`config.mk`:
```
export PLATFORM = sky130hd
export DESIGN_NAME = reg_dump_reader
export DESIGN_NICKNAME = d
export VERILOG_FILES = /design/src/rtl/reg_dump_reader.sv
export SDC_FILE = /design/constraint.sdc
export NUM_CORES = 1
export LEC_CHECK = 0
export CAP_MARGIN = 30
export CELL_PAD_IN_SITES_DETAIL_PLACEMENT = 0
export CELL_PAD_IN_SITES_GLOBAL_PLACEMENT = 1
export CORE_MARGIN = 2
export CORE_UTILIZATION = 31
export CTS_BUF_LIST = sky130_fd_sc_hd__clkbuf_8
export DETAILED_ROUTE_END_ITERATION = 12
export GPL_TIMING_DRIVEN = 0
export PLACE_DENSITY = 0.84
export SLEW_MARGIN = 0
export SYNTH_ARGS = -nofsm -noshare
export SYNTH_HDL_FRONTEND = slang
export SYNTH_SLANG_ARGS = --single-unit
```
`constraint.sdc`:
```
create_clock -name iCLK -period 1.9 [get_ports iCLK]
set_clock_uncertainty 0.15 [all_clocks]
set_input_delay 0.38 -clock iCLK [delete_from_list [all_inputs] [get_ports iCLK]]
set_output_delay 0.38 -clock iCLK [all_outputs]
set_load 0.005 [all_outputs]
```
`src/rtl/reg_dump_reader.sv`:
```
// Streams a contiguous range of register-bank entries, one valid/ready beat per
// register, reading through the bank's spare combinational read port.
module reg_dump_reader #(
  parameter int SKIP_ZERO = 0
) (
  input  logic        iCLK,
  input  logic        iRST_n,
  input  logic        iStart,
  input  logic        iAbort,
  input  logic [4:0]  iFirst,
  input  logic [4:0]  iLast,
  output logic [4:0]  oRs,
  input  logic [31:0] iRegData,
  output logic        oValid,
  input  logic        iReady,
  output logic [31:0] oData,
  output logic [4:0]  oIndex,
  output logic        oLast,
  output logic        oBusy,
  output logic        oDone
);

  typedef enum logic [1:0] {
    S_IDLE = 2'd0,
    S_READ = 2'd1,
    S_HOLD = 2'd2,
    S_DONE = 2'd3
  } state_t;

  state_t      state_q, state_d;
  logic [4:0]  ptr_q, ptr_d;
  logic [4:0]  first_q, first_d;
  logic [4:0]  last_q, last_d;
  logic [4:0]  index_q, index_d;
  logic [31:0] data_q, data_d;
  logic        valid_q, valid_d;
  logic        lastb_q, lastb_d;
  logic [4:0]  start_idx;

  // x0 is hardwired zero in most banks, so the dump can optionally begin at x1.
  assign start_idx = ((SKIP_ZERO != 0) && (iFirst == 5'd0)) ? 5'd1 : iFirst;

  always_ff @(posedge iCLK or negedge iRST_n) begin
    if (!iRST_n) begin
      state_q <= S_IDLE;
      ptr_q   <= 5'd0;
      first_q <= 5'd0;
      last_q  <= 5'd0;
      index_q <= 5'd0;
      data_q  <= 32'd0;
      valid_q <= 1'b0;
      lastb_q <= 1'b0;
    end else begin
      state_q <= state_d;
      ptr_q   <= ptr_d;
      first_q <= first_d;
      last_q  <= last_d;
      index_q <= index_d;
      data_q  <= data_d;
      valid_q <= valid_d;
      lastb_q <= lastb_d;
    end
  end

  always_comb begin
    state_d = state_q;
    ptr_d   = ptr_q;
    first_d = first_q;
    last_d  = last_q;
    index_d = index_q;
    data_d  = data_q;
    valid_d = valid_q;
    lastb_d = lastb_q;

    case (state_q)
      S_IDLE: begin
        if (iStart) begin
          first_d = start_idx;
          last_d  = iLast;
          ptr_d   = start_idx;
          state_d = (start_idx <= iLast) ? S_READ : S_DONE;
        end
      end
      S_READ: begin
        // Capture happens at the edge, so a same-edge bank write is not seen.
        data_d  = iRegData;
        index_d = ptr_q;
        lastb_d = (ptr_q == last_q);
        valid_d = 1'b1;
        state_d = S_HOLD;
      end
      S_HOLD: begin
        if (iReady) begin
          valid_d = 1'b0;
          lastb_d = 1'b0;
          if (ptr_q == last_q) begin
            state_d = S_DONE;
          end else begin
            ptr_d   = ptr_q + 5'd1;
            state_d = S_READ;
          end
        end
      end
      S_DONE: begin
        state_d = S_IDLE;
      end
      default: begin
        state_d = S_IDLE;
      end
    endcase

    // Abort overrides everything else, including a same-cycle handshake.
    if ((state_q != S_IDLE) && iAbort) begin
      state_d = S_IDLE;
      valid_d = 1'b0;
      lastb_d = 1'b0;
    end
  end

  assign oRs    = ((state_q == S_READ) || (state_q == S_HOLD)) ? ptr_q : 5'd0;
  assign oValid = valid_q;
  assign oData  = data_q;
  assign oIndex = index_q;
  assign oLast  = lastb_q;
  assign oBusy  = (state_q != S_IDLE);
  assign oDone  = (state_q == S_DONE);

endmodule

```
==> results.toml <==
[hold_path]
min_path_type = "primary input to async pin"

[critical_path]
crit_path_end_kind = "output port"
crit_type = "flip-flop to output port"
cp_data_required_time_ps = 1370
startpoint_type = "flip-flop"
rrSetupSlack_ps = 40
crit_fanout = 5
cp.arrival_ps = 1370

[global_routing]
grt.busiest_layer = "met2"
met2_usage = 0.234
antenna_found_initial = 0
grt_use_met3 = 0.0423
grt_max_degree = 39
use_met1 = 0.185
grt_util_all_layers = 0.143
grt-ovfl-total = 0
grt_pass1_vias = 1974
grt_pass1_wl_mm = 9.65

[synthesis]
synth.ff_latch_count = 51
synth-warning-count = 0
synth-seq-area-share = 0.523
synth_top_area_frac = 0.523
netlist-cell-type-count = 40
syn-cell-area_um2 = 2440
synthTopCellsByArea = "dfrtp_1 52%, mux2_2 18%, ha_1 5.1%, a21oi_1 2.3%, nand2_1 2.2%"
syn_nets = 261
synth.avg_cell_area_um2 = 12.0
synth_cells = 204
synth_area_leader_cell = "dfrtp_1"

[power]
power.clock.fraction = 0.109
power.density_nw_per_um2 = 1630
p_sw_frac = 0.336
power_frac_comb = 0.568
ir_worst_vdd_mv = 0.787
p_switching_w = 0.00207
p_int_w = 0.00409
p_leak_nw = 1.59
seqPwrFrac = 0.322
total_power_w = 0.00616

[timing]
period_needed_ps = 1900
maxSlewViolCount = 0
period_share = 0.998
tightest_slew_ps = 361
slew_headroom = 0.757
timing.final.ws_setup_ps = 3.16
whs_ps = 353
hold_viol_final = 0
max_freq_mhz = 527
setup_violations = 0
rsz0062_at_grt = "yes"

[place]
dp_cells = 399
place_congestion = 0.790
port_buffers = 92
hpwl_mm = 4.47
pre_cts_ws_ps = -408

[layout]
n_antenna_cell = 0
regArea_um2 = 1280
syn2layout_area_growth_pct = 55.1
multi_input_comb_area_um2 = 1160
drive_gt1_frac = 0.293
final_cell_mix = "84 x clkdlybuf4s50_1, 50 x dfrtp_1, 38 x mux2_2, 14 x nand2_1"
final_cell_count_no_fill = 413
final_common_cell = "clkdlybuf4s50_1"
fill_cells = 745
layout.nets = 367

[floorplanning]
die_h_um = 92.7
row_count = 32
core_um2 = 7690
initial_core_util = 0.317
pin_count = 93
fp.dieArea_um2 = 8600
fp.dieW_um = 92.7

[cts]
cts_buffer_depth = 2
clk_latency_ps = 300
cts.reportedPaths.clkPinSlew_ps = 100
cts_buffers = 5
cts_tree = "yes"
cts_sinks = 51
cts_root_buf = "clkbuf_8"
htreeDepth = 2

[detailed_routing]
vias = 1937
ant_nets = 0
wl_per_cell_um = 14.3
first_pass_iters = 4
first_iter_violations = 67
wl_mm = 5.91
vias_per_cell = 4.69
drc = 0

[job]
cap_violations = 0

[run_status]
status = "finished, final reports clean"
Yosys cell counts:
library cell / n
a211oi_1: 1
a21o_1: 1
a21oi_1: 11
a22oi_1: 1
and2_1: 5
and2_2: 1
and3_1: 1
buf_2: 4
buf_4: 1
buf_6: 1
clkbuf_1: 2
dfrtp_1: 51
ha_1: 10
inv_1: 13
mux2_2: 38
mux2i_1: 2
nand2_1: 14
nand2_2: 2
nand2b_1: 1
nand2b_2: 1
nand3_1: 6
nand3_2: 1
nand3b_1: 1
nand4_1: 1
nor2_1: 6
nor2_2: 1
o211a_1: 1
o211ai_1: 1
o21ai_0: 7
o221ai_2: 1
o22a_1: 1
o22ai_1: 3
o2bb2ai_1: 1
o311ai_0: 2
o311ai_1: 1
or2_1: 1
or3_1: 2
or4b_1: 1
xnor2_1: 4
xnor2_2: 1
area by class of cell:
| type | count | share of cell area |
|---|---|---|
| clock buffers | 6 | 0.0218 |
| well taps | 102 | 0.0337 |
| inverters | 13 | 0.0155 |
| clock inverters | 2 | 0.00430 |
| multi-input cells | 132 | 0.307 |
| plain buffers | 7 | 0.0136 |
| repair buffers | 100 | 0.266 |
| flip-flops and latches | 51 | 0.338 |
kinds of logic after synthesis:
logic type / Yosys count / share of synthesized area
AND/OR/NAND/NOR: 45 / 0.0969
AO/OA/AOI/OAI: 32 / 0.0851
adder cells (fa/ha/maj): 10 / 0.0513
flip-flops: 51 / 0.523
multiplexers: 40 / 0.184
buffers and inverters: 21 / 0.0390
XOR/XNOR: 5 / 0.0210
state kept, by name (all words and copies together), names as in the netlist:
register,cells
ptr_q,5
oValid,1
state_q,2
last_q,5
oIndex,5
oData,32
oLast,1
critical path: stages, from the launching register on:
cell and delay, ps:
dfrtp_1 400, buf_6 130, inv_6 60, ha_4 220
and2_4 140, buf_6 110
power by group through the flow:
stage                     Combinational [W]  Sequential, W  Clock, W
after floorplan                     0.00161        0.00201         0
after global placement              0.00311        0.00199         0
after detailed placement            0.00314        0.00203         0
after CTS                           0.00342        0.00199  0.000699
after global routing                0.00381        0.00207  0.000734
final                               0.00350        0.00198  0.000674
worst paths after layout:
check,start,to,cells past startpoint
setup / recovery,state_q[0],oRs[2],5
hold / removal,iRST_n,last_q[1],2
setup reg to reg,state_q[0],ptr_q[4],9
hold reg to reg,oIndex[4],oIndex[4],1
max in group asynchronous,iRST_n,oData[13],3
min in group iCLK,oIndex[4],oIndex[4],1
stage by stage:
stage / setup TNS (ps) / util / cell area [um2]
2_1_floorplan: 0 / - / 2440
3_3_place_gp: -72470 / 0.454 / 3490
5_1_grt: -293 / 0.492 / 3780
6_report: 0 / 0.492 / 3780
3_5_place_dp: -8220 / 0.456 / 3500
4_1_cts: -28.9 / 0.481 / 3700
routing by layer:
layer | part of all wire | routed length (um)
met3 | 0.059 | 347
met4 | 0.0090 | 53
met5 | 0 | 0
met1 | 0.44 | 2570
met2 | 0.50 | 2940
timing repair:
| item | 4_1_cts | 5_1_grt |
|---|---|---|
| endpoints found under the hold margin | 13 | 0 |
| setup buffers | 6 | 0 |
| setup endpoints to repair | 32 | 23 |
| pin swaps | 2 | 4 |
| gates cloned | 0 | 0 |
| gates resized for setup | 45 | 18 |
| hold buffers | 1 | 0 |
(Power assumes the default switching activity.)
==> variant, RTL diff (same flow settings) <==
The 4 states of `state_t` get a Gray code encoding in 2 bits.
--- a/src/rtl/reg_dump_reader.sv
+++ b/src/rtl/reg_dump_reader.sv
@@ -21,10 +21,10 @@
 );
 
   typedef enum logic [1:0] {
-    S_IDLE = 2'd0,
-    S_READ = 2'd1,
-    S_HOLD = 2'd2,
-    S_DONE = 2'd3
+    S_IDLE = 2'b00,
+    S_READ = 2'b01,
+    S_HOLD = 2'b11,
+    S_DONE = 2'b10
   } state_t;
 
   state_t      state_q, state_d;
Formal check against the unedited RTL: no difference found for any inputs over 10 cycles, from zero or initial values and one cycle with iRST_n low; not proved beyond that.
==> variant against the unedited design <==
  * Core utilization rose by 0.16 points
  * Die area fell by 4.1%
  * Design area fell by 4.8%
  * Synthesized area fell by 4.3%
  * Sequential cell count did not move
  * Count of clock-buffer cells in the layout fell by 1
  * Routed wire length fell by 6.5%
  * Sequential power fell by 4%
  * Power fell by 10%
  * First-iteration DRC count fell by 46%
  * Sequential share of layout area rose by 1.7 points
  * Setup slack improved by 0.051 ns
  * Hold slack got worse by 0.0071 ns
==> variant: results (changes against the unedited design) <==
Status: finished, final reports clean
Worst R2R Path Depth: 6 (-3)
Layout cells sized above 1: 23.4% (-5.8 points)
First-pass GRT wire length: 8910 um (-7.6%)
XOR/XNOR Fraction of Synth Area: 1.88% (-0.23 points)
Post-place setup slack: -0.195 ns (+0.214 ns)
Total track usage: 13.5% (-0.82 points)
R2R Path End: oData[27]$_DFFE_PN0N_
Area share of fa/ha/maj cells after synthesis: 3.22% (-1.9 points)
Slack of the worst reg-to-reg path: 0.10 ns (+0.06 ns)
DR vias/cell: 4.56 (-2.7%)
Post-synth top cells: dfrtp_1, mux2_2, nand2_1
Register area share after synthesis: 54.7% (+2.4 points)
Final nets: 351 (-4.4%)
Dpl cell area: 0.00338 mm2 (-3.4%)
Critical path fanouts, max: 8 (+3)
Post-synthesis mux area share: 17.8% (-0.51 points)
Pleak: 1.54 nW (-3.0%)
# port buffers: 91 (-1.1%)
Final GP Congestion: 0.853 (+8.0%)
Total Routed Length: 5520 um (-6.5%)
Worst path arrival time: 1.32 ns (-0.05 ns)
Actual slew at the worst max-slew pin: 0.399 ns (+0.0384 ns)
Mapped Nets: 243 (-6.9%)
Largest net degree at the start of global routing: 40 (+2.6%)
Worst VDD drop: 0.548 mV (-30%)
Post-synthesis compound-gate area fraction: 8.68% (+0.17 points)
Initial drt markers: 36 (-46%)
Fillers: 722 (-3.1%)
Synth top area cells: dfrtp_1, mux2_2, ha_1
Vias in the first global route: 1832 (-7.2%)
variant: worst max-delay path by stage:
| stage | from | end | slack, ns | depth (start not counted) |
|---|---|---|---|---|
| 6_report | state_q[0]$_DFFE_PN0P_ | oRs[4] | 0.05 | 4 |
| 3_3_place_gp | iRST_n | oData[30]$_DFFE_PN0N_ | -1.24 | 1 |
| 2_1_floorplan | ptr_q[4]$_DFFE_PN0P_ | ptr_q[1]$_DFFE_PN0P_ | 0.31 | 5 |
| 5_1_grt | state_q[0]$_DFFE_PN0P_ | oDone | 0.003 | 4 |
| 3_5_place_dp | iLast[4] | state_q[0]$_DFFE_PN0P_ | -0.19 | 7 |
| 4_1_cts | state_q[0]$_DFFE_PN0P_ | oRs[4] | 0.00007 | 4 |
variant: cells by family (layout without fill, tap and decap cells):
kind of cell / count (synthesis) / count (layout)
adders and majority gates: 6 / 6
xor gates and xnor gates: 5 / 5
muxes: 37 / 37
DFF: 51 / 51
and+or+nand+nor: 40 / 40
buffers and inverters: 20 / 129
AOI/OAI and AO/OA: 31 / 31
variant: critical path: stages (launching register included):
cell and delay (ns):
dfrtp_1 0.39, buf_4 0.14, buf_6 0.13, and2_2 0.16
clkdlybuf4s15_1 0.20
variant: where the power goes:
part	switching (mW)	internal, mW	leakage [nW]
Sequential	0.287	1.62	0.600
Combinational	0.996	1.74	0.869
Clock	0.348	0.521	0.0695
variant: per-stage QoR:
stage	util (%)	hold slack [ns]	instances	power, mW	setup TNS [ns]
CTS	49.0	0.354	395	5.56	0
global placement	46.2	0.334	380	4.52	-63.47
global route	49.4	0.367	398	5.89	0
finish	49.4	0.345	398	5.51	0
floorplan	-	-0.0656	190	3.22	0
detailed placement	46.4	0.149	381	4.60	-0.335
variant: repair_timing:
action / in CTS / in global routing
pin swaps: 1 / 0
endpoints found under the setup margin: 7 / 14
hold buffers: 1 / 0
buffers inserted: 5 / 3
gates resized for setup: 13 / 7
hold endpoints to repair: 12 / 0
variant: area by class of cell:
type | count | area share, %
buffer | 11 | 2.15
timing repair buffer | 101 | 27.4
clock inverter | 3 | 1.77
inverter | 9 | 0.938
tap | 99 | 3.44
sequential | 51 | 35.4
multi-input combinational | 119 | 26.9
clock buffer | 5 | 1.91
variant: layer usage:
| metal | routed length (um) | global-route usage, % | share of wire (%) | vias up |
|---|---|---|---|---|
| met5 | 0 | 0 | 0 | - |
| met4 | 78 | 4.42 | 1.4 | 0 |
| met3 | 290 | 3.01 | 5.2 | 9 |
| met2 | 2660 | 22.4 | 48 | 64 |
| met1 | 2500 | 17.5 | 45 | 870 |
| li1 | - | - | - | 873 |
